`src/rtl/miriscv_mdu_pkg.sv`:
```
// Shared types for the iterative multiply-divide unit: op encoding (RV funct3) and FSM states.
package miriscv_mdu_pkg;

    localparam int unsigned MDU_OP_W = 3;

    typedef enum logic [MDU_OP_W-1:0] {
        MDU_MUL    = 3'd0,
        MDU_MULH   = 3'd1,
        MDU_MULHSU = 3'd2,
        MDU_MULHU  = 3'd3,
        MDU_DIV    = 3'd4,
        MDU_DIVU   = 3'd5,
        MDU_REM    = 3'd6,
        MDU_REMU   = 3'd7
    } mdu_op_e;

    typedef enum logic [1:0] {
        IDLE,
        MUL,
        DIV,
        DONE
    } mdu_state_e;

    // funct3[2] separates the divide/remainder group from the multiplies
    function automatic logic mdu_op_is_div(input mdu_op_e op);
        return op[2];
    endfunction

endpackage

```
`src/rtl/miriscv_mdu_div_core.sv`:
```
// Restoring divider datapath on unsigned magnitudes; one quotient bit per step_i, sequenced by the parent.
module miriscv_mdu_div_core #(
    parameter int unsigned XLEN = 32
) (
    input  logic            clk_i,
    input  logic            rst_i,
    input  logic            load_i,
    input  logic            step_i,
    input  logic [XLEN-1:0] dividend_i,
    input  logic [XLEN-1:0] divisor_i,
    output logic [XLEN-1:0] quotient_o,
    output logic [XLEN-1:0] remainder_o
);

    logic [XLEN-1:0] rem_q, rem_d;
    logic [XLEN-1:0] quo_q, quo_d;
    logic [XLEN-1:0] dvs_q, dvs_d;
    logic [XLEN:0]   shifted;
    logic [XLEN:0]   trial;

    always_comb begin
        rem_d   = rem_q;
        quo_d   = quo_q;
        dvs_d   = dvs_q;
        shifted = {rem_q, quo_q[XLEN-1]};
        trial   = shifted - {1'b0, dvs_q};
        if (load_i) begin
            rem_d = '0;
            quo_d = dividend_i;
            dvs_d = divisor_i;
        end else if (step_i) begin
            // Top bit of the trial difference is the borrow: restore on borrow
            if (!trial[XLEN]) begin
                rem_d = trial[XLEN-1:0];
                quo_d = {quo_q[XLEN-2:0], 1'b1};
            end else begin
                rem_d = shifted[XLEN-1:0];
                quo_d = {quo_q[XLEN-2:0], 1'b0};
            end
        end
    end

    always_ff @(posedge clk_i) begin
        if (rst_i) begin
            rem_q <= '0;
            quo_q <= '0;
            dvs_q <= '0;
        end else begin
            rem_q <= rem_d;
            quo_q <= quo_d;
            dvs_q <= dvs_d;
        end
    end

    assign quotient_o  = quo_q;
    assign remainder_o = rem_q;

endmodule

```
`src/rtl/miriscv_mdu_iter.sv`:
```
// Iterative RV32M/RV64M multiply-divide unit with req/ready accept, kill and 1-cycle valid pulse.
// Define MIRISCV_MDU_DIV_ZERO_FAST_EN to finish divide-by-zero straight from accept.
module miriscv_mdu_iter
    import miriscv_mdu_pkg::*;
#(
    parameter int unsigned XLEN     = 32,
    parameter int unsigned MUL_STEP = 1
) (
    input  logic                clk_i,
    input  logic                rst_i,
    input  logic                mdu_req_i,
    input  logic [MDU_OP_W-1:0] mdu_op_i,
    input  logic [XLEN-1:0]     mdu_port_a_i,
    input  logic [XLEN-1:0]     mdu_port_b_i,
    input  logic                mdu_kill_i,
    output logic                mdu_ready_o,
    output logic                mdu_valid_o,
    output logic [XLEN-1:0]     mdu_result_o
);

    localparam int unsigned CntW      = $clog2(XLEN);
    localparam int unsigned MulCycles = XLEN / MUL_STEP;

    mdu_state_e        state_q, state_d;
    mdu_op_e           op_q, op_d, op_in;
    logic [CntW-1:0]   cnt_q, cnt_d;
    logic              neg_q, neg_d, a_neg_q, a_neg_d, dz_q, dz_d;
    logic [XLEN-1:0]   a_q, a_d;
    logic [2*XLEN-1:0] acc_q, acc_d, mcand_q, mcand_d, mul_add, prod_fix;
    logic [XLEN-1:0]   mplier_q, mplier_d;
    logic [XLEN-1:0]   result_q, result_d;
    logic              valid_q, valid_d;
    logic              accept, a_signed, b_signed, sign_a, sign_b, b_zero;
    logic [XLEN-1:0]   abs_a, abs_b, quo, rem, quo_fix, rem_fix;
    logic              div_load, div_step;

    assign op_in    = mdu_op_e'(mdu_op_i);
    assign accept   = mdu_req_i & (state_q == IDLE) & ~mdu_kill_i;
    assign a_signed = (op_in inside {MDU_MUL, MDU_MULH, MDU_MULHSU, MDU_DIV, MDU_REM});
    assign b_signed = (op_in inside {MDU_MUL, MDU_MULH, MDU_DIV, MDU_REM});
    assign sign_a   = a_signed & mdu_port_a_i[XLEN-1];
    assign sign_b   = b_signed & mdu_port_b_i[XLEN-1];
    assign abs_a    = sign_a ? -mdu_port_a_i : mdu_port_a_i;
    assign abs_b    = sign_b ? -mdu_port_b_i : mdu_port_b_i;
    assign b_zero   = (mdu_port_b_i == '0);

    assign prod_fix = neg_q ? -acc_q : acc_q;
    assign quo_fix  = neg_q ? -quo : quo;
    assign rem_fix  = a_neg_q ? -rem : rem;

    always_comb begin
        state_d  = state_q;
        op_d     = op_q;
        cnt_d    = cnt_q;
        neg_d    = neg_q;
        a_neg_d  = a_neg_q;
        dz_d     = dz_q;
        a_d      = a_q;
        acc_d    = acc_q;
        mcand_d  = mcand_q;
        mplier_d = mplier_q;
        result_d = result_q;
        valid_d  = 1'b0;
        div_load = 1'b0;
        div_step = 1'b0;
        mul_add  = '0;
        for (int unsigned i = 0; i < MUL_STEP; i++) begin
            if (mplier_q[i]) mul_add = mul_add + (mcand_q << i);
        end

        unique case (state_q)
            IDLE: begin
                if (accept) begin
                    op_d     = op_in;
                    neg_d    = sign_a ^ sign_b;
                    a_neg_d  = sign_a;
                    dz_d     = mdu_op_is_div(op_in) & b_zero;
                    a_d      = mdu_port_a_i;
                    cnt_d    = '0;
                    acc_d    = '0;
                    mcand_d  = {{XLEN{1'b0}}, abs_a};
                    mplier_d = abs_b;
                    div_load = 1'b1;
                    if (!mdu_op_is_div(op_in)) begin
                        state_d = MUL;
                    end else begin
                        state_d = DIV;
`ifdef MIRISCV_MDU_DIV_ZERO_FAST_EN
                        if (b_zero) state_d = DONE;
`endif
                    end
                end
            end
            MUL: begin
                if (mdu_kill_i) begin
                    state_d = IDLE;
                end else begin
                    acc_d    = acc_q + mul_add;
                    mcand_d  = mcand_q << MUL_STEP;
                    mplier_d = mplier_q >> MUL_STEP;
                    cnt_d    = cnt_q + CntW'(1);
                    if (cnt_q == CntW'(MulCycles - 1)) state_d = DONE;
                end
            end
            DIV: begin
                if (mdu_kill_i) begin
                    state_d = IDLE;
                end else begin
                    div_step = 1'b1;
                    cnt_d    = cnt_q + CntW'(1);
                    if (cnt_q == CntW'(XLEN - 1)) state_d = DONE;
                end
            end
            DONE: begin
                state_d = IDLE;
                valid_d = 1'b1;
                // Divide-by-zero results are forced here, never taken from the datapath
                unique case (op_q)
                    MDU_MUL:                         result_d = prod_fix[XLEN-1:0];
                    MDU_MULH, MDU_MULHSU, MDU_MULHU: result_d = prod_fix[2*XLEN-1:XLEN];
                    MDU_DIV, MDU_DIVU:               result_d = dz_q ? '1 : quo_fix;
                    MDU_REM, MDU_REMU:               result_d = dz_q ? a_q : rem_fix;
                endcase
            end
            default: state_d = IDLE;
        endcase
    end

    always_ff @(posedge clk_i) begin
        if (rst_i) begin
            state_q  <= IDLE;
            op_q     <= MDU_MUL;
            cnt_q    <= '0;
            neg_q    <= 1'b0;
            a_neg_q  <= 1'b0;
            dz_q     <= 1'b0;
            a_q      <= '0;
            acc_q    <= '0;
            mcand_q  <= '0;
            mplier_q <= '0;
            result_q <= '0;
            valid_q  <= 1'b0;
        end else begin
            state_q  <= state_d;
            op_q     <= op_d;
            cnt_q    <= cnt_d;
            neg_q    <= neg_d;
            a_neg_q  <= a_neg_d;
            dz_q     <= dz_d;
            a_q      <= a_d;
            acc_q    <= acc_d;
            mcand_q  <= mcand_d;
            mplier_q <= mplier_d;
            result_q <= result_d;
            valid_q  <= valid_d;
        end
    end

    miriscv_mdu_div_core #(
        .XLEN (XLEN)
    ) u_div_core (
        .clk_i       (clk_i),
        .rst_i       (rst_i),
        .load_i      (div_load),
        .step_i      (div_step),
        .dividend_i  (abs_a),
        .divisor_i   (abs_b),
        .quotient_o  (quo),
        .remainder_o (rem)
    );

    assign mdu_ready_o  = (state_q == IDLE);
    assign mdu_valid_o  = valid_q;
    assign mdu_result_o = result_q;

endmodule

```
`config.mk`:
```
export PLATFORM = sky130hd
export DESIGN_NAME = miriscv_mdu_iter
export DESIGN_NICKNAME = d
export VERILOG_FILES = /design/src/rtl/miriscv_mdu_pkg.sv /design/src/rtl/miriscv_mdu_div_core.sv /design/src/rtl/miriscv_mdu_iter.sv
export SDC_FILE = /design/constraint.sdc
export NUM_CORES = 1
export LEC_CHECK = 0
export CAP_MARGIN = 15
export CORE_MARGIN = 4
export CORE_UTILIZATION = 62
export CTS_CLUSTER_SIZE = 25
export DETAILED_ROUTE_END_ITERATION = 7
export PLACE_DENSITY = 0.81
export SLEW_MARGIN = 40
export SYNTH_ARGS = -nofsm -noshare
export SYNTH_HDL_FRONTEND = slang
export SYNTH_SLANG_ARGS = --single-unit
```
`constraint.sdc`:
```
create_clock -name clk_i -period 4.4 [get_ports clk_i]
set_clock_uncertainty 0.15 [all_clocks]
set_input_delay 1.1 -clock clk_i [delete_from_list [all_inputs] [get_ports clk_i]]
set_output_delay 1.1 -clock clk_i [all_outputs]
set_load 0.02 [all_outputs]
```
==> results.json <==
{
  "status": "finished, violations left",
  "violations": "design-rule violations",
  "num_antenna_cells": 0,
  "fin_area_um2": 26200,
  "worstMarginPinSlew_ns": 0.883,
  "fin_crit_sh_pct": 95.8,
  "vias": 24300,
  "antenna_found_initial": 0,
  "fin_crit_ns": 4.21,
  "num_rows": 70,
  "required_ns": 4.69,
  "cts_tree": "yes",
  "comb_power_share_pct": 43.0,
  "cts-htree-levels": 2,
  "hp-class": "flip-flop to flip-flop",
  "drc": 4,
  "total_power_mw": 12.5,
  "syn_inst": 3129,
  "pwr-share-clk_pct": 27.0,
  "die_w_um": 202,
  "hold_violations": 0,
  "postRouteAntennaNets": 0,
  "arrival_ns": 4.50,
  "seq_power_share_pct": 30.0,
  "start_util_pct": 63.2,
  "power_leakage_nw": 10.2,
  "power_switching_mw": 5.08,
  "timing.hold.ws_ns": 0.308,
  "synth_top_area_cell": "dfxtp_1",
  "numCtsBuffers": 38,
  "synthTopCellsByArea": "dfxtp_1 29%, nand2_1 6.9%, ha_1 5.7%",
  "power.internal_mw": 7.37,
  "grt_max_degree": 99,
  "grt_util_all_layers_pct": 37.8,
  "critPathLaunchType": "flip-flop",
  "syn_nets": 3308,
  "syn2layout_area_growth_pct": 12.3,
  "yosys.cell_types.count": 82,
  "fp.dieH_um": 202,
  "dp_hpwl_mm": 60.7,
  "nets": 3296,
  "final_cell_mix": "426 x nand2_1, 331 x dfxtp_1, 245 x a21oi_1",
  "grt-ovfl-total": 0,
  "yosysSeqAreaShare_pct": 28.7,
  "rsz0062_at_grt": "false",
  "die_area_um2": 40800,
  "clk_pin_slew_ns": 0.06,
  "pin_count": 105,
  "synth.avg_cell_area_um2": 7.45,
  "core-area_um2": 36900,
  "cts.sinks": 334,
  "yosysWarningCount": 0,
  "dr.pass1.iters": 8,
  "netSwitchingFraction_pct": 40.8,
  "synth_edf_count": 0,
  "dpl_cell_area_um2": 24900,
  "slew-limit-headroom_pct": 41.1,
  "place_congestion": 1.04,
  "insertion_delay_ns": 0.56,
  "grt_pass1_wl_mm": 125,
  "p_per_area_nw_per_um2": 476,
  "fmax_mhz": 237,
  "setup_viol": 0,
  "ys_seq_elements": 334,
  "report.final.slew_viol_count": 0,
  "cp-end-kind": "flip-flop",
  "syn_area_um2": 23300,
  "cts_buffer_depth": 3,
  "first_global_vias": 22300,
  "layout_commonest_cell": "nand2_1",
  "post_drt_wl_per_cell_um": 22.3,
  "synthArstFlopShare_pct": 0,
  "wl_mm": 81.2,
  "drive_gt1_share_pct": 5.82,
  "drt_iter0_drc": 3383,
  "path_class": "flip-flop to flip-flop",
  "maxCapViolCount": 0,
  "yosysTopAreaCellShare_pct": 28.7,
  "cts_root_buf": "clkbuf_16",
  "portBuffers": 104,
  "vias_per_cell": 6.66,
  "timing.critical_path.fanout_max": 45,
  "vdd_ir_drop_max_mv": 0.477,
  "synth-main-ff-cell": "dfxtp_1",
  "fin_tns_setup_ns": 0
}
-- synth_stat cells (11+ instances only) --
master    instances
a211oi_1         47
a21o_1           85
a21oi_1         247
a221oi_1         16
a222oi_1         28
a22oi_1          34
a31oi_1          77
and2_1           73
and3_1           19
buf_1            16
clkbuf_1        207
dfxtp_1         334
ha_1            106
inv_1            77
mux2i_1          32
nand2_1         426
nand2b_1         27
nand3_1         144
nand3b_1         13
nand4_1          33
nor2_1          235
nor2b_1          14
nor3_1           57
nor4_1           21
o211ai_1         23
o21a_1           15
o21ai_0         205
o21ai_1          11
o21bai_1         18
o31ai_1          50
o41ai_1          21
or3_1            21
or4_1            15
xnor2_1         134
xor2_1          122
-- logic make-up after synthesis --
| family | share of synthesized area (%) |
|---|---|
| AOI/OAI and AO/OA | 26.7 |
| adders and majority gates | 5.86 |
| buffers and inverters | 4.95 |
| muxes | 1.47 |
| and+or+nand+nor | 22.7 |
| DFF | 28.7 |
| xor gates and xnor gates | 9.62 |
-- cell type report --
type	instances	area, µm²
multi-input cells	2490	15600
fillers	3044	10700
flip-flops and latches	334	6690
repair buffers	176	1680
clock buffers	54	1090
well taps	504	631
inverters	77	289
clock inverters	13	196
-- path summary, 6_finish.rpt --
path | start | end | slack (ns) | cells after the start
setup reg to reg | mplier_q[0]$_SDFFE_PP0P_ | acc_q[61]$_SDFFE_PP0P_ | 0.19 | 15
hold reg to reg | a_q[30]$_SDFFE_PP0P_ | a_q[30]$_SDFFE_PP0P_ | 0.31 | 2
hold / removal | a_q[30]$_SDFFE_PP0P_ | a_q[30]$_SDFFE_PP0P_ | 0.31 | 2
setup / recovery | mplier_q[0]$_SDFFE_PP0P_ | acc_q[61]$_SDFFE_PP0P_ | 0.19 | 15
-- power by group through the flow --
stage | clock [mW] | combinational (mW) | sequential (mW)
after global placement | 0 | 4.99 | 3.77
after floorplan | 0 | 3.64 | 3.67
after CTS | 3.37 | 5.20 | 3.72
final | 3.36 | 5.36 | 3.74
after detailed placement | 0 | 5.17 | 3.78
after global routing | 3.50 | 5.75 | 3.76
-- registers in the layout, summed over array words and instances, names as in the netlist --
name and count:
neg_q 1, u_div_core.dvs_q 32, u_div_core.quotient_o 32, dz_q 1, op_q 3, a_neg_q 1
mdu_result_o 32, mdu_valid_o 1, cnt_q 5, state_q 2, u_div_core.remainder_o 32, a_q 32
mcand_q 64, acc_q 64, mplier_q 32
-- per-layer routing --
layer  share of wire (%)  vias to the layer above  global-route usage [%]
met4                 5.8                        0                    18.4
met1                  40                    11400                    50.9
met2                  43                     1426                    59.3
li1                    -                    11200                       -
met5                   0                        -                       0
met3                  10                      265                    5.92
-- critical path: stages (launching register included) --
cell	delay [ns]
dfxtp_1	0.34
buf_12	0.17
and2_1	0.17
ha_1	0.35
o211ai_1	0.13
o211ai_1	0.30
a31oi_1	0.25
o21ai_0	0.59
a21oi_1	0.20
o311ai_0	0.38
buf_4	0.21
nand2_1	0.12
o21ai_0	0.22
buf_4	0.17
mux2i_1	0.24
nand2_1	0.08
-- stage by stage --
stage,utilization (%),setup slack (ns),instances
floorplan,-,0.586,3129
global route,71.0,0.0716,3648
global placement,67.3,0.205,3579
detailed placement,67.4,0.163,3581
finish,71.0,0.186,3648
CTS,70.9,0.183,3648
-- repair_timing --
item | 4_1_cts | 5_1_grt
setup endpoints to repair | 0 | 18
hold buffers | 0 | 0
buffers inserted | 0 | 0
gates resized for setup | 0 | 5
Power figures use the tool's default switching activity.
